### src/rtl/fifo_pkg.sv
// Shared definitions for the FIFO write-port arbiter: state encoding,
// default widths and the depth/full rule of the downstream 8-entry FIFO.
package fifo_pkg;

    localparam int DW_DEFAULT   = 8;
    localparam int LENW_DEFAULT = 2;
    localparam int FIFO_DEPTH   = 8;
    localparam int FIFO_CAP     = 7;

    typedef enum logic [1:0] {
        ST_IDLE  = 2'd0,
        ST_BURST = 2'd1,
        ST_FLUSH = 2'd2
    } arb_state_e;

    // One slot is sacrificed so that full and empty stay distinguishable.
    function automatic logic fifo_is_full(input logic [2:0] wptr, input logic [2:0] rptr);
        return (wptr + 3'd1) == rptr;
    endfunction

endpackage

### src/rtl/fifo_wr_arbiter_if.sv
// Producer handshake and FIFO write-port bundle seen by the write arbiter.
interface fifo_wr_arbiter_if
    import fifo_pkg::*;
#(
    parameter int DW   = DW_DEFAULT,
    parameter int LENW = LENW_DEFAULT
);
    logic            req0;
    logic            req1;
    logic [LENW-1:0] len0;
    logic [LENW-1:0] len1;
    logic [DW-1:0]   data0;
    logic [DW-1:0]   data1;
    logic            flush;
    logic            fifo_full;
    logic            grant0;
    logic            grant1;
    logic            ack0;
    logic            ack1;
    logic            fifo_wren;
    logic [DW-1:0]   fifo_din;
    logic            fifo_sclr;
    logic            busy;

    modport master (
        output req0, req1, len0, len1, data0, data1, flush, fifo_full,
        input  grant0, grant1, ack0, ack1, fifo_wren, fifo_din, fifo_sclr, busy
    );

    modport slave (
        input  req0, req1, len0, len1, data0, data1, flush, fifo_full,
        output grant0, grant1, ack0, ack1, fifo_wren, fifo_din, fifo_sclr, busy
    );
endinterface

### src/rtl/fifo_wr_arbiter_rr_arb2.sv
// Two-input round-robin picker; prio names the producer favoured on a tie.
module rr_arb2 (
    input  logic req0,
    input  logic req1,
    input  logic prio,
    output logic winner,
    output logic valid
);

    // Tie goes to prio, otherwise the sole requester wins.
    always_comb begin
        valid = req0 | req1;
        if (req0 && req1) begin
            winner = prio;
        end else if (req1) begin
            winner = 1'b1;
        end else begin
            winner = 1'b0;
        end
    end

endmodule

### src/rtl/fifo_wr_arbiter.sv
// Shares the single FIFO write port between two burst producers: round-robin
// grants held for a whole burst, stalls on full, flush aborts and clears.
module fifo_wr_arbiter
    import fifo_pkg::*;
#(
    parameter int DW   = DW_DEFAULT,
    parameter int LENW = LENW_DEFAULT
) (
    input logic              clk,
    input logic              reset,
    fifo_wr_arbiter_if.slave bus
);

    arb_state_e      state_r, state_s;
    logic            prio_r, prio_s;
    logic            owner_r, owner_s;
    logic [LENW-1:0] beat_cnt_r, beat_cnt_s;
    logic [LENW-1:0] len_q_r, len_q_s;
    logic            grant0_r, grant1_r, sclr_r, busy_r;
    logic            win_s, win_valid_s;
    logic            wren_s, last_s;
    logic [DW-1:0]   din_s;

    rr_arb2 u_rr_arb2 (
        .req0   (bus.req0),
        .req1   (bus.req1),
        .prio   (prio_r),
        .winner (win_s),
        .valid  (win_valid_s)
    );

    // Write strobe and data mux for the beat currently on the owner's bus.
    always_comb begin
        wren_s = (state_r == ST_BURST) && !bus.fifo_full && !bus.flush;
        last_s = wren_s && (beat_cnt_r == len_q_r);
        if (state_r == ST_BURST) begin
            din_s = owner_r ? bus.data1 : bus.data0;
        end else begin
            din_s = '0;
        end
    end

    // Next-state logic; flush overrides everything except reset.
    always_comb begin
        state_s    = state_r;
        prio_s     = prio_r;
        owner_s    = owner_r;
        beat_cnt_s = beat_cnt_r;
        len_q_s    = len_q_r;
        if (bus.flush) begin
            state_s    = ST_FLUSH;
            beat_cnt_s = '0;
            if (state_r == ST_BURST) begin
                prio_s = ~owner_r;
            end else begin
                prio_s = prio_r;
            end
        end else begin
            case (state_r)
                ST_IDLE: begin
                    if (win_valid_s) begin
                        state_s    = ST_BURST;
                        owner_s    = win_s;
                        len_q_s    = win_s ? bus.len1 : bus.len0;
                        beat_cnt_s = '0;
                    end else begin
                        state_s = ST_IDLE;
                    end
                end
                ST_BURST: begin
                    if (last_s) begin
                        state_s    = ST_IDLE;
                        prio_s     = ~owner_r;
                        beat_cnt_s = '0;
                    end else if (wren_s) begin
                        beat_cnt_s = beat_cnt_r + LENW'(1);
                    end else begin
                        beat_cnt_s = beat_cnt_r;
                    end
                end
                ST_FLUSH: state_s = ST_IDLE;
                default:  state_s = ST_IDLE;
            endcase
        end
    end

    // State, counters and the registered grant/busy/sclr outputs.
    always_ff @(posedge clk) begin
        if (reset) begin
            state_r    <= ST_IDLE;
            prio_r     <= 1'b0;
            owner_r    <= 1'b0;
            beat_cnt_r <= '0;
            len_q_r    <= '0;
            grant0_r   <= 1'b0;
            grant1_r   <= 1'b0;
            sclr_r     <= 1'b0;
            busy_r     <= 1'b0;
        end else begin
            state_r    <= state_s;
            prio_r     <= prio_s;
            owner_r    <= owner_s;
            beat_cnt_r <= beat_cnt_s;
            len_q_r    <= len_q_s;
            grant0_r   <= (state_s == ST_BURST) && !owner_s;
            grant1_r   <= (state_s == ST_BURST) && owner_s;
            sclr_r     <= (state_s == ST_FLUSH);
            busy_r     <= (state_s == ST_BURST);
        end
    end

    assign bus.grant0    = grant0_r;
    assign bus.grant1    = grant1_r;
    assign bus.busy      = busy_r;
    assign bus.fifo_sclr = sclr_r;
    assign bus.fifo_wren = wren_s;
    assign bus.fifo_din  = din_s;
    assign bus.ack0      = wren_s && !owner_r;
    assign bus.ack1      = wren_s && owner_r;

endmodule

### src/flat_wrapper.sv
// flat-port wrapper written by rule: the top's interface ports become plain ports
module fifo_wr_arbiter_flat import fifo_pkg::*;
#(
    parameter int DW   = DW_DEFAULT,
    parameter int LENW = LENW_DEFAULT
)
  (clk, reset, bus_req0, bus_req1, bus_len0, bus_len1, bus_data0, bus_data1, bus_flush, bus_fifo_full, bus_grant0, bus_grant1, bus_ack0, bus_ack1, bus_fifo_wren, bus_fifo_din, bus_fifo_sclr, bus_busy);
  fifo_wr_arbiter_if #(.DW(DW), .LENW(LENW)) bus_i ();
  input logic clk;
  input logic reset;
  input wire logic [$bits(bus_i.req0)-1:0] bus_req0;
  input wire logic [$bits(bus_i.req1)-1:0] bus_req1;
  input wire logic [$bits(bus_i.len0)-1:0] bus_len0;
  input wire logic [$bits(bus_i.len1)-1:0] bus_len1;
  input wire logic [$bits(bus_i.data0)-1:0] bus_data0;
  input wire logic [$bits(bus_i.data1)-1:0] bus_data1;
  input wire logic [$bits(bus_i.flush)-1:0] bus_flush;
  input wire logic [$bits(bus_i.fifo_full)-1:0] bus_fifo_full;
  output wire logic [$bits(bus_i.grant0)-1:0] bus_grant0;
  output wire logic [$bits(bus_i.grant1)-1:0] bus_grant1;
  output wire logic [$bits(bus_i.ack0)-1:0] bus_ack0;
  output wire logic [$bits(bus_i.ack1)-1:0] bus_ack1;
  output wire logic [$bits(bus_i.fifo_wren)-1:0] bus_fifo_wren;
  output wire logic [$bits(bus_i.fifo_din)-1:0] bus_fifo_din;
  output wire logic [$bits(bus_i.fifo_sclr)-1:0] bus_fifo_sclr;
  output wire logic [$bits(bus_i.busy)-1:0] bus_busy;
  assign bus_i.req0 = bus_req0;
  assign bus_i.req1 = bus_req1;
  assign bus_i.len0 = bus_len0;
  assign bus_i.len1 = bus_len1;
  assign bus_i.data0 = bus_data0;
  assign bus_i.data1 = bus_data1;
  assign bus_i.flush = bus_flush;
  assign bus_i.fifo_full = bus_fifo_full;
  assign bus_grant0 = bus_i.grant0;
  assign bus_grant1 = bus_i.grant1;
  assign bus_ack0 = bus_i.ack0;
  assign bus_ack1 = bus_i.ack1;
  assign bus_fifo_wren = bus_i.fifo_wren;
  assign bus_fifo_din = bus_i.fifo_din;
  assign bus_fifo_sclr = bus_i.fifo_sclr;
  assign bus_busy = bus_i.busy;
  fifo_wr_arbiter #(.DW(DW), .LENW(LENW)) u_core (.clk(clk), .reset(reset), .bus(bus_i));
endmodule
### config.mk
export PLATFORM = sky130hd
export DESIGN_NAME = fifo_wr_arbiter_flat
export DESIGN_NICKNAME = d
export VERILOG_FILES = /design/src/rtl/fifo_pkg.sv /design/src/rtl/fifo_wr_arbiter_if.sv /design/src/rtl/fifo_wr_arbiter_rr_arb2.sv /design/src/rtl/fifo_wr_arbiter.sv /design/src/flat_wrapper.sv
export SDC_FILE = /design/constraint.sdc
export NUM_CORES = 1
export LEC_CHECK = 0
export ABC_AREA = 0
export BUFFER_PORTS_ARGS = -buffer_cell sky130_fd_sc_hd__buf_2
export CAP_MARGIN = 40
export CORE_MARGIN = 10
export CORE_UTILIZATION = 45
export DETAILED_ROUTE_END_ITERATION = 6
export PLACE_DENSITY = 0.83
export SLEW_MARGIN = 20
export SYNTH_ARGS = -nofsm -noshare
export SYNTH_HDL_FRONTEND = slang
export SYNTH_HIERARCHICAL = 1
export SYNTH_SLANG_ARGS = --single-unit
### constraint.sdc
create_clock -name clk -period 4.16 [get_ports clk]
set_input_delay 0.208 -clock clk [delete_from_list [all_inputs] [get_ports clk]]
set_output_delay 0.208 -clock clk [all_outputs]
set_load 0.1 [all_outputs]
==> results.yml <==
timing:
  fin_crit_sh: 0.451
  rsz0062_at_grt: "no"
  finalSetupViolCount: 0
  slew_headroom: 0.627
  worst_slack_ps: 2280
  hold_viol_final: 0
  fmax_mhz: 533
  min_period_ps: 1880
  worstMarginPinSlew_ps: 559
  drv_slew: 0
  skew_ps: 4.24
  setup-tns-final_ps: 0
power:
  p_leak_nw: 0.414
  peakVddDrop_v: 0.000255
  power.density_nw_per_um2: 304
  total_power_mw: 0.275
setup_path:
  regToRegStartpoint: "u_core/state_r[1]$_SDFF_PP0_"
  crit_fanout: 12
  cp_top_family: "flip-flops"
  critPathBufInv: 1
  crit_path_start_kind: "flop"
  r2r-end: "u_core/bus.grant1$_SDFF_PP0_"
  ff2ff_setup_slack_ps: 2630
  path_class: "flop to output port"
  cp_cell_sequence: "mux2i_1 -> nor2_1 -> buf_2"
  cp_slowest_stage_delay_ps: 680
  crit_required_ps: 3950
  cp_num_cells: 3
  arrival_ps: 1670
  endpoint_kind: "output port"
  crit_slowest_cell: "dfxtp_1"
  reg2reg_depth: 4
placed_design:
  place_congestion: 0.759
  portBuffers: 40
  place_area_sq_um: 883
  dp_slack_ps: 2570
  dp_hpwl_um: 1570
detailed_routing:
  vias: 642
  ant_nets: 0
  drtIter0Drc: 10
  detail_route.vias_per_cell: 5.06
  drc: 0
  dr.pass1.iters: 4
  wl_um: 1840
  post_drt_wl_per_cell_um: 14.5
floorplanning:
  rows: 14
  die_h_um: 59.1
  dieArea_sq_um: 3490
  io_pins: 41
  core-area_sq_um: 1470
  dieWidth_um: 59.1
  start_util: 0.467
finish:
  drive_gt1_frac: 0.441
  final_cell_mix: "buf_2, mux2i_1, dfxtp_1, nor2_1, nor2b_1"
  num-nets-final: 139
  areaGrowthSynthToFinish_pct: 31.9
  diodes: 0
  layout_commonest_cell: "buf_2"
  final_area_sq_um: 906
min_path:
  min_from: "reset"
  whs_path_depth: 2
  worstHoldPathType: "primary input to flop"
  min_to: "u_core/state_r[1]$_SDFF_PP0_"
clocking:
  cts_resized: 0
  cts_sinks: 12
  tritoncts: "built"
  cts_root_buffer: "clkbuf_4"
  clock_latency_ps: 270
  clk_pin_slew_ps: 70
  cts_buffers: 3
  post_cts_buffers: 0
  htreeDepth: 1
  clockBufferDepth: 2
  cts_hold_buf: 0
synthesis:
  yosysWarnings: 6
  synth_area_per_cell_sq_um: 9.54
  synth_top_area_frac: 0.350
  synthDistinctLibCells: 28
  yosysSeqAreaShare: 0.350
  syn_nets: 98
  yosys-top-cells-area: "dfxtp_1, mux2i_1, nor2_1"
  yosysTopAreaCell: "dfxtp_1"
  synth-seq-cells: 12
  synth_cells: 72
  syn_area_sq_um: 687
run:
  drv_cap: 0
global_routing:
  antenna_found_initial: 0
  grt.overflow.total: 0
  grt_max_degree: 13
  grt_first_pass_wirelength_um: 2880
  grt_usage: 0.104
  grt_pass1_vias: 665
outcome:
  status: "complete, no violations"
==> how the worst max path moves through the flow <==
stage                                 startpoint  slack (ps)         endpoint
floorplan           u_core/state_r[1]$_SDFF_PP0_         990         bus_ack0
global placement                       bus_flush        2620         bus_ack0
detailed placement                     bus_flush        2570         bus_ack0
CTS                    u_core/owner_r$_SDFF_PP0_        2260  bus_fifo_din[6]
global route           u_core/owner_r$_SDFF_PP0_        2170  bus_fifo_din[0]
finish                 u_core/owner_r$_SDFF_PP0_        2280  bus_fifo_din[6]
==> cells by family after synthesis <==
logic type,count (synthesis),synth area share
AOI/OAI and AO/OA,11,0.137
xor gates and xnor gates,2,0.0255
buffers and inverters,6,0.0455
DFF,12,0.350
muxes,12,0.175
and+or+nand+nor,29,0.268
==> registers in the layout, summed over array words and instances (netlist names) <==
signal and cells:
u_core/beat_cnt_r 2, u_core/bus.busy 1, u_core/bus.fifo_sclr 1, u_core/bus.grant0 1, u_core/bus.grant1 1, u_core/len_q_r 2, u_core/owner_r 1, u_core/prio_r 1
u_core/state_r 2
==> area by class of cell <==
class | instances | area, sq um
Fill cell | 142 | 566
Multi-Input combinational cell | 54 | 415
Sequential cell | 12 | 240
Timing Repair Buffer | 40 | 200
Clock buffer | 3 | 22.5
Tap cell | 16 | 20.0
Inverter | 2 | 7.51
==> routing by layer <==
metal,vias to the layer above,global-route usage,wire [um]
met5,-,0,0
met4,0,0.00984,2
met3,2,0.0644,150
met2,16,0.189,1010
met1,291,0.100,677
li1,333,-,-
==> through the flow <==
stage | util | hold WS (ps) | std cells
2_1_floorplan | - | 380 | 72
3_5_place_dp | 0.600 | 512 | 124
4_1_cts | 0.616 | 250 | 127
5_1_grt | 0.616 | 255 | 127
6_report | 0.616 | 253 | 127
3_3_place_gp | 0.600 | 503 | 124
==> synth_stat cells, drive strengths merged <==
master and n:
o21ai 1, o32ai 1, and2 2, a21boi 2, a211oi 4, nor2b 6
inv 2, a31o 1, or3b 1, clkbuf 2, nor3 1, or2 1
a22oi 1, a31oi 1, nor4b 1, dfxtp 12, or4b 1, nor2 12
nand2 1, nand2b 1, mux2i 12, buf 2, and2b 1, or4 1
xnor2 2
==> where the power goes <==
part	leakage [nW]	internal [mW]	switching (mW)
registers	0.0983	0.120	0.00451
clock network	0.0138	0.0335	0.0359
logic	0.302	0.0255	0.0557
(Power assumes the default switching activity.)
